<file path="config.mk">
export PLATFORM = sky130hd
export DESIGN_NAME = vga_timing_gen
export DESIGN_NICKNAME = d
export VERILOG_FILES = /design/src/rtl/vga_timing_gen.sv
export SDC_FILE = /design/constraint.sdc
export NUM_CORES = 1
export LEC_CHECK = 0
export ABC_AREA = 0
export CAP_MARGIN = 0
export CELL_PAD_IN_SITES_DETAIL_PLACEMENT = 1
export CELL_PAD_IN_SITES_GLOBAL_PLACEMENT = 1
export CORE_UTILIZATION = 40
export DETAILED_ROUTE_END_ITERATION = 8
export PLACE_DENSITY_LB_ADDON = 0.1
export SETUP_SLACK_MARGIN = 0.5
export SLEW_MARGIN = 0
export SYNTH_ARGS = -nofsm -noshare
export SYNTH_HDL_FRONTEND = slang
export SYNTH_SLANG_ARGS = --single-unit
</file>
<file path="constraint.sdc">
create_clock -name pixel_clk -period 2.4 [get_ports pixel_clk]
set_clock_uncertainty 0.15 [all_clocks]
set_input_delay 0.48 -clock pixel_clk [delete_from_list [all_inputs] [get_ports pixel_clk]]
set_output_delay 0.48 -clock pixel_clk [all_outputs]
set_load 0.02 [all_outputs]
</file>
<file path="src/rtl/vga_timing_gen.sv">
// vga_timing_gen: video timing generator with HS/VS/BLANK, pixel coordinates, strobes, lookahead FIFO read and underflow count
// Ports: pixel_clk/pixel_rst_n clock and async active-low reset; src_ready async "source primed";
// src_empty FIFO empty; running sticky active flag; hs/vs syncs; blank visible-pixel enable;
// rd FIFO read strobe leading blank by RD_LAT; x/y active coordinates; sof/sol frame/line pulses;
// underflow sticky flag and underflow_cnt saturating count of reads from an empty FIFO.
module vga_timing_gen #(
    parameter int HDISP  = 800,
    parameter int VDISP  = 480,
    parameter int HFP    = 40,
    parameter int HPULSE = 48,
    parameter int HBP    = 40,
    parameter int VFP    = 13,
    parameter int VPULSE = 3,
    parameter int VBP    = 29,
    parameter bit HS_POL = 1'b0,
    parameter bit VS_POL = 1'b0,
    parameter int RD_LAT = 1,
    parameter int UCNT_W = 16
) (
    input  logic                       pixel_clk,
    input  logic                       pixel_rst_n,
    input  logic                       src_ready,
    input  logic                       src_empty,
    output logic                       running,
    output logic                       hs,
    output logic                       vs,
    output logic                       blank,
    output logic                       rd,
    output logic [$clog2(HDISP)-1:0]   x,
    output logic [$clog2(VDISP)-1:0]   y,
    output logic                       sof,
    output logic                       sol,
    output logic                       underflow,
    output logic [UCNT_W-1:0]          underflow_cnt
);
    localparam int HTOT = HDISP + HFP + HPULSE + HBP;
    localparam int VTOT = VDISP + VFP + VPULSE + VBP;
    localparam int HA   = HFP + HPULSE + HBP;
    localparam int VA   = VFP + VPULSE + VBP;
    localparam int HW   = $clog2(HTOT);
    localparam int VW   = $clog2(VTOT);
    localparam int XW   = $clog2(HDISP);
    localparam int YW   = $clog2(VDISP);
    localparam logic [0:0] WAIT = 1'b0;
    localparam logic [0:0] RUN  = 1'b1;

    logic [1:0]        sync_q, sync_d;
    logic              start_q, start_d;
    logic [0:0]        state_q, state_d;
    logic [HW-1:0]     hc_q, hc_d;
    logic [VW-1:0]     vc_q, vc_d;
    logic              hs_q, hs_d, vs_q, vs_d, blank_q, blank_d, rd_q, rd_d;
    logic [XW-1:0]     x_q, x_d;
    logic [YW-1:0]     y_q, y_d;
    logic              sof_q, sof_d, sol_q, sol_d, underflow_q, underflow_d;
    logic [UCNT_W-1:0] ucnt_q, ucnt_d;
    logic              run, hwrap, vis_v, uf;
    logic [HW:0]       hla;

    always_comb begin
        sync_d      = {sync_q[0], src_ready};
        start_d     = start_q | sync_q[1];
        state_d     = (state_q == WAIT && start_q) ? RUN : state_q;
        run         = state_q == RUN;
        hwrap       = hc_q == HW'(HTOT - 1);
        hc_d        = (!run || hwrap) ? '0 : hc_q + HW'(1);
        vc_d        = !run ? '0 : hwrap ? ((vc_q == VW'(VTOT - 1)) ? '0 : vc_q + VW'(1)) : vc_q;
        // one extra bit so the lookahead past the end of the line is seen, not wrapped
        hla         = {1'b0, hc_q} + (HW+1)'(RD_LAT);
        vis_v       = vc_q >= VW'(VA);
        hs_d        = (run && hc_q >= HW'(HFP) && hc_q < HW'(HFP + HPULSE)) ? HS_POL : ~HS_POL;
        vs_d        = (run && vc_q >= VW'(VFP) && vc_q < VW'(VFP + VPULSE)) ? VS_POL : ~VS_POL;
        blank_d     = run && vis_v && hc_q >= HW'(HA);
        rd_d        = run && vis_v && hla >= (HW+1)'(HA) && hla < (HW+1)'(HTOT);
        x_d         = blank_d ? XW'(hc_q - HW'(HA)) : '0;
        y_d         = blank_d ? YW'(vc_q - VW'(VA)) : '0;
        sol_d       = run && hc_q == '0;
        sof_d       = run && hc_q == '0 && vc_q == '0;
        uf          = rd_q && src_empty;
        underflow_d = underflow_q | uf;
        ucnt_d      = (uf && !(&ucnt_q)) ? ucnt_q + UCNT_W'(1) : ucnt_q;
    end

    always_ff @(posedge pixel_clk or negedge pixel_rst_n) begin
        if (!pixel_rst_n) begin
            sync_q      <= '0;
            start_q     <= 1'b0;
            state_q     <= WAIT;
            hc_q        <= '0;
            vc_q        <= '0;
            hs_q        <= ~HS_POL;
            vs_q        <= ~VS_POL;
            blank_q     <= 1'b0;
            rd_q        <= 1'b0;
            x_q         <= '0;
            y_q         <= '0;
            sof_q       <= 1'b0;
            sol_q       <= 1'b0;
            underflow_q <= 1'b0;
            ucnt_q      <= '0;
        end else begin
            sync_q      <= sync_d;
            start_q     <= start_d;
            state_q     <= state_d;
            hc_q        <= hc_d;
            vc_q        <= vc_d;
            hs_q        <= hs_d;
            vs_q        <= vs_d;
            blank_q     <= blank_d;
            rd_q        <= rd_d;
            x_q         <= x_d;
            y_q         <= y_d;
            sof_q       <= sof_d;
            sol_q       <= sol_d;
            underflow_q <= underflow_d;
            ucnt_q      <= ucnt_d;
        end
    end

    assign running       = state_q == RUN;
    assign hs            = hs_q;
    assign vs            = vs_q;
    assign blank         = blank_q;
    assign rd            = rd_q;
    assign x             = x_q;
    assign y             = y_q;
    assign sof           = sof_q;
    assign sol           = sol_q;
    assign underflow     = underflow_q;
    assign underflow_cnt = ucnt_q;
endmodule
</file>
==> results of run 1 <==
repair_timing:
action / in CTS / in global routing
buffers inserted: 9 / 4
setup endpoints to repair: 81 / 45
hold endpoints to repair: 16 / 0
gates cloned: 2 / 1
hold buffers: 1 / 0
pin swaps: 7 / 5
gates resized for setup: 68 / 38
how the worst min path moves through the flow:
stage                 from  cells after the start        end  slack (ns)
2_1_floorplan  pixel_rst_n                      0      blank        0.03
6_report         sync_q[0]                      0  sync_q[1]        0.20
3_5_place_dp     sync_q[0]                      0  sync_q[1]        0.20
5_1_grt          sync_q[0]                      0  sync_q[1]        0.22
3_3_place_gp     sync_q[0]                      0  sync_q[1]        0.20
4_1_cts          sync_q[0]                      0  sync_q[1]        0.21
power groups by stage:
stage / Sequential, mW / Combinational, mW / Clock (mW)
floorplan: 1.28 / 0.267 / 0
finish: 1.29 / 0.464 / 1.04
global route: 1.30 / 0.514 / 1.10
detailed placement: 1.31 / 0.379 / 0
global placement: 1.30 / 0.371 / 0
CTS: 1.28 / 0.421 / 1.06
stage by stage:
| stage | power (mW) | setup slack [ns] | area, sq um | instances | utilization |
|---|---|---|---|---|---|
| finish | 2.79 | 0.449 | 4510 | 497 | 0.578 |
| global route | 2.92 | 0.407 | 4510 | 497 | 0.578 |
| CTS | 2.76 | 0.403 | 4310 | 492 | 0.551 |
| detailed placement | 1.68 | 0.296 | 3900 | 464 | 0.499 |
| global placement | 1.67 | 0.337 | 3900 | 464 | 0.499 |
| floorplan | 1.54 | 0.518 | 3250 | 315 | - |
kinds of logic after synthesis:
logic type	share of synthesized area
compound gates	0.0894
xor+xnor	0.0755
fa+ha+maj	0.0385
buf+inv	0.0509
flops	0.509
mux	0.0158
simple gates	0.220
per-layer routing:
metal  vias to the layer above  track usage  wire length (um)
li1                       1257            -                 -
met1                      1359        0.286              3870
met2                        69        0.381              4520
met3                        16       0.0340               335
met4                         0       0.0990               190
met5                         -            0                 0
worst register-to-register path: stages (launching register included):
cell and delay [ns]:
dfrtp_2 0.42, or4_4 0.52, a22o_4 0.28, o2bb2ai_4 0.14
buf_6 0.15, buf_12 0.12, nor3_2 0.04
Yosys cell counts (4+ instances only):
master,n
clkbuf_1,7
a31oi_1,10
xor2_1,11
nand2b_1,5
nand2_1,12
or3_1,4
o21ai_0,9
a21oi_1,7
nand3_1,12
buf_2,6
nor4_1,6
nor3_1,9
mux2i_1,4
and4_1,6
inv_1,20
dfrtp_1,64
nand4_1,8
ha_1,10
and3_1,6
nor2_1,37
xnor2_1,17
layout make-up:
class / instances / area (sq um)
sequential: 66 / 1670
multi-input combinational: 213 / 1670
inverter: 20 / 75.1
clock inverter: 3 / 65.1
fill: 848 / 3300
clock buffer: 13 / 149
timing repair buffer: 80 / 761
tap: 102 / 128
cell usage in the layout (no fill, tap or decap), types with 4 or more instances in the layout:
master / count
and3_1: 5
nand2b_1: 5
a21oi_1: 6
and4_1: 6
mux2i_1: 4
xor2_1: 11
dfrtp_1: 54
buf_4: 26
nand3_1: 10
ha_1: 6
nand4_1: 8
xnor2_1: 17
o21ai_0: 9
nor3_1: 8
nor2_4: 8
or3_1: 4
inv_1: 17
dfrtp_2: 10
nor2_2: 7
clkbuf_8: 10
nor2_1: 22
nand2_1: 12
dlygate4sd2_1: 40
a31oi_1: 10
registers in the layout, indices dropped and copies added, names as in the netlist, 2 cells and up:
signal	cells
hc_q	10
sync_q	2
underflow_cnt	16
vc_q	10
x	10
y	9
==> key figures, run 1 <==
Outcome
  • Outcome: complete, no violations

Synth
  • Async SR Flop Fraction: 1.00
  • Mapped Nets: around 330
  • Sequential area share after synthesis: 0.509
  • EDFF count, synth: 0
  • Yosys reg bits: 66
  • Yosys cell types: just over 50
  • Post-Syn Area: ~3200 sq um
  • Most used DFF post-synth: dfrtp_1
  • Post-Syn Instances: ~320
  • YS warnings: 0
  • Synth area leaders: dfrtp_1 49%, xnor2_1 4.6%, nor2_1 4.3%
  • Area fraction of the dominant cell type after synthesis: 0.493
  • Synth area leader: dfrtp_1
  • Syn Area/Cell: 10.3 sq um

Timing
  • RSZ-0062 raised after global routing: yes
  • Worst slew pin tran: 0.474 ns
  • Final period util: 0.813
  • Slew Limit Fails: 0
  • Fin crit period: around 2.0 ns
  • Setup-failing EPs final: 0
  • Fmax: around 500 MHz
  • Tightest hold margin: between 0.2 and 0.25 ns
  • Slew margin rel.: 0.684
  • Final hold violations: 0
  • Fin Setup TNS: 0 ns

Clock network
  • TritonCTS clock tree: done
  • Max clock buf depth: 2
  • Reg clk slew, reported paths: ~0.07 ns
  • H-tree depth: 3
  • Worst-Skew Late Latency: around 0.34 ns
  • Root buf cell: clkbuf_8
  • Num CTS Buffers: 9
  • CTS sink count: 66

Worst setup path
  • Worst path max stage delay: 0.52 ns
  • Kind of critical path: reg -> reg
  • CP max stage cell: or4_4
  • CP required: roughly 2.5 ns
  • Worst setup SP type: register
  • Crit-path cells: or4_4 -> a22o_4 -> o2bb2ai_4 -> buf_6 -> buf_12 -> nor3_2
  • Cell family with most CP delay: simple AND/OR/NAND/NOR gates
  • R2R cell count: 6
  • Critical Path Sink Type: register
  • Critical path startpoint: vc_q[7]
  • Origin of the critical flop-to-flop path: vc_q[7]
  • Setup crit end: y[5]
  • Maximum fanout along the worst path: 5
  • Number of cells on the critical path: 6
  • Buffers & Inverters on Critical Path: 2
  • Reg2Reg Setup Slack: roughly 0.45 ns
  • RR Endpoint: y[5]
  • CP arrival: 2.01 ns

Floorplanning
  • Die Span X: 92.1 um
  • Initial Utilization: 0.416
  • # rows: 32
  • Die Ht: 92.1 um
  • Die area: between 8000 and 9000 sq um
  • CORE AREA: about 7800 sq um
  • Ports placed on the boundary: 47

Pwr
  • Reg power frac: 0.462
  • VDD IR max: 0.297 mV
  • Pleak: 2.20 nW
  • Internal Power: roughly 2 mW
  • Switch Pwr: about 0.81 mW
  • Combinational share of power: 0.166
  • Sw Ratio: 0.292
  • Clock share of power: 0.371
  • Power Density: between 600 and 700 nW/um^2

Detailed routing
  • Drt drc: 0
  • Drt initial violations: approximately 130
  • Drt total wl: roughly 8900 um
  • DR vias/cell: roughly 5.4
  • Routed length per placed instance: about 18 um
  • Via count: 2701
  • Antenna Nets Post-Route: 0
  • Drt pass-1 iters: 4

Cells and area
  • Layout cells sized above 1: 0.266
  • Nets: just over 400
  • P&R area growth vs syn: 38.9%
  • ANT cells: 0

Global routing
  • Total Routing Usage GR: 0.225
  • First-pass GRT wire length: 14600 um
  • Antenna violations before repair: 0
  • Pin count of the biggest net entering global routing: 26
  • Vias in the first global route: around 2800
  • GRT Residual Overflow: 0

Worst hold path
  • HP Class: reg -> reg

Job
  • Max-Cap Viols: 0

Placed design
  • GP Congestion: approximately 0.86
  • Hpwl dp: between 5000 and 6000 um
  • # port buffers: 46
No activity file was read; power rests on OpenSTA's default activity.
==> run 2: changes to the inputs <==
- clock period: 2.4 -> 2 ns (I/O delays scaled with it)
==> run 2 against run 1 <==
  * Worst setup slack worse by 0.42 ns
  * Via count is 21% higher
  * Routed wire length is 56% higher
  * Final cell count is 14% higher
  * Register-to-register slack worse by 0.42 ns
  * Design area is 19% higher
  * Largest cell class is now multi-input combinational cells
  * Total power is 28% higher
  * Utilization is 11 points higher
  * Critical path type unchanged
  * Sequential power is 22% higher
  * First-iteration DRC count is 21% higher
  * Global-route usage is 5.2 points higher
  * Flip-flop and latch count stayed put
==> key figures, run 2 (synthesis results as in run 1) <==
Outcome
  • Outcome: complete, no violations

Floorplanning
  • Die Ht: 92.1 um (unchanged)
  • Die area: 8480 sq um (unchanged)
  • Die Span X: 92.1 um (unchanged)
  • # rows: 32 (unchanged)
  • CORE AREA: 7810 sq um (unchanged)
  • Initial Utilization: 0.416 (unchanged)
  • Ports placed on the boundary: 47 (unchanged)

Cells and area
  • Most frequent cells in the layout: 66 x buf_4, 50 x buf_6, 36 x dfrtp_1
  • P&R area growth vs syn: 64.9%
  • Nets: 472 (+17%)
  • ANT cells: 0 (unchanged)
  • Most common cell after layout, fill and taps aside: buf_4
  • Max FFs per register: 16 (unchanged)
  • Layout cells sized above 1: 0.583 (+0.317)

Timing
  • Final hold violations: 0 (unchanged)
  • Fin crit period: 1.98 ns (+0.0247 ns)
  • Final period util: 0.988 (+0.175)
  • Slew Limit Fails: 0 (unchanged)
  • Final Worst Setup Slack: 0.0241 ns (-0.425 ns)
  • Worst slew pin tran: 0.473 ns (-0.00156 ns)
  • RSZ-0062 raised after global routing: yes
  • Slew margin rel.: 0.685 (+0.00104)
  • Setup-failing EPs final: 0 (unchanged)
  • Fmax: 506 MHz (-1.3%)

Worst setup path
  • CP required: 2.10 ns (-0.36 ns)
  • CP arrival: 2.08 ns (+0.07 ns)
  • CP max stage cell: dfrtp_2
  • Worst path max stage delay: 0.40 ns (-0.12 ns)
  • Cell family with most CP delay: simple AND/OR/NAND/NOR gates
  • Kind of critical path: reg -> reg
  • Critical Path Sink Type: register
  • Buffers & Inverters on Critical Path: 2 (unchanged)
  • Reg2Reg Setup Slack: 0.02 ns (-0.42 ns)
  • Worst setup SP type: register
  • Crit-path cells: nand4_1 -> nor4_4 -> buf_6 -> buf_8 -> nor4b_4 -> xor2_1
  • R2R cell count: 6 (unchanged)
  • Maximum fanout along the worst path: 5 (unchanged)
  • Origin of the critical flop-to-flop path: underflow_cnt[9]
  • RR Endpoint: underflow_cnt[5]

Placed design
  • Post-place setup slack: -0.0944 ns (-0.390 ns)
  • Hpwl dp: 5770 um (+1.1%)
  • GP Congestion: 0.816 (-5.4%)
  • # port buffers: 46 (unchanged)

Clock network
  • Root buf cell: clkbuf_8
  • Worst-Skew Late Latency: 0.37 ns (+0.03 ns)
  • Max clock buf depth: 2 (unchanged)
  • TritonCTS clock tree: done
  • H-tree depth: 3 (unchanged)
  • CTS sink count: 66 (unchanged)
  • Num CTS Buffers: 9 (unchanged)
  • Reg clk slew, reported paths: 0.09 ns (+0.02 ns)

Global routing
  • Antenna violations before repair: 0 (unchanged)
  • GRT Residual Overflow: 0 (unchanged)
  • Vias in the first global route: 3237 (+14%)
  • Total Routing Usage GR: 0.278 (+0.0521)
  • First-pass GRT wire length: 17600 um (+20%)
  • Pin count of the biggest net entering global routing: 67 (+160%)

Detailed routing
  • Routed length per placed instance: 24.6 um (+37%)
  • Drt pass-1 iters: 4 (unchanged)
  • Drt drc: 0 (unchanged)
  • DR vias/cell: 5.77 (+6.2%)
  • Drt total wl: 13900 um (+56%)
  • Via count: 3261 (+21%)
  • Antenna Nets Post-Route: 0 (unchanged)
  • Drt initial violations: 158 (+21%)

Pwr
  • VDD IR max: 0.478 mV (+61%)
  • Pleak: 2.50 nW (+14%)
  • Final Power: 3.57 mW (+28%)
  • Power Density: 666 nW/um^2 (+7.5%)

Worst hold path
  • Worst hold endpoint: sync_q[1]
  • Worst Hold Path Cells: 0 (unchanged)
  • Hold Path Origin: sync_q[0]
  • HP Class: reg -> reg

Job
  • Max-Cap Viols: 0 (unchanged)
## run 2: changes by cell type in the layout (fill, tap and decap cells not counted), moves of 4 or more
cell / change
nand2_1: -4
dfrtp_2: +18
dfrtp_1: -18
buf_6: +48
buf_4: +40
nor4_4: +5
dlygate4sd2_1: -40
buf_2: +25
nor3_1: -5
nor3_4: +4
a21oi_2: +4
## run 2: layer usage
metal / track usage / vias up / share of wire
met3: 0.0622 / 48 / 0.036
li1: - / 1395 / -
met2: 0.471 / 129 / 0.53
met1: 0.328 / 1689 / 0.39
met5: 0 / - / 0
met4: 0.143 / 0 / 0.042
## run 2: cell type report
type                       instances  area, sq um
fill                             780         2450
multi-input combinational        213         1980
sequential                        66         1690
timing repair buffer             148         1270
clock buffer                      14          173
tap                              102          128
inverter                          20         75.1
clock inverter                     2         35.0
## run 2: repair_timing
action / CTS / global route
pin swaps: 34 / 19
cloned: 1 / 0
gates resized for setup: 245 / 75
endpoints found under the hold margin: 64 / 0
buffers inserted: 45 / 21
hold buffers: 1 / 0
endpoints found under the setup margin: 100 / 77
## run 2: how the worst max path moves through the flow
stage                      from                end  slack (ns)  cells past startpoint
2_1_floorplan           vc_q[7]               y[5]        0.15                      6
3_3_place_gp          src_empty   underflow_cnt[1]       -0.02                      5
3_5_place_dp          src_empty  underflow_cnt[15]       -0.09                      5
4_1_cts                 vc_q[6]               y[0]        0.13                      5
5_1_grt                 vc_q[0]            vc_q[6]       -0.01                      8
6_report       underflow_cnt[9]   underflow_cnt[5]        0.02                      6
## run 2: through the flow
stage                     instances  utilization  setup TNS, ns  hold slack, ns  cell area (sq um)
final                           565        0.686              0           0.202               5360
after CTS                       544        0.630              0           0.207               4920
after floorplan                 315            -              0         -0.0456               3520
after global routing            565        0.686        -0.0240           0.220               5360
after detailed placement        481        0.545         -0.359           0.191               4250
after global placement          481        0.545        -0.0224           0.187               4250
## run 2: power by group
part	switching (mW)	internal (mW)
Combinational	0.426	0.333
Sequential	0.138	1.43
Clock	0.562	0.679
Total	1.13	2.44
## run 2: worst register-to-register path, delay by kind of cell (launching register included)
family	cells	cell delay [ns]
simple gates	3	0.70
flops	1	0.40
buf+inv	2	0.34
xor+xnor	1	0.27
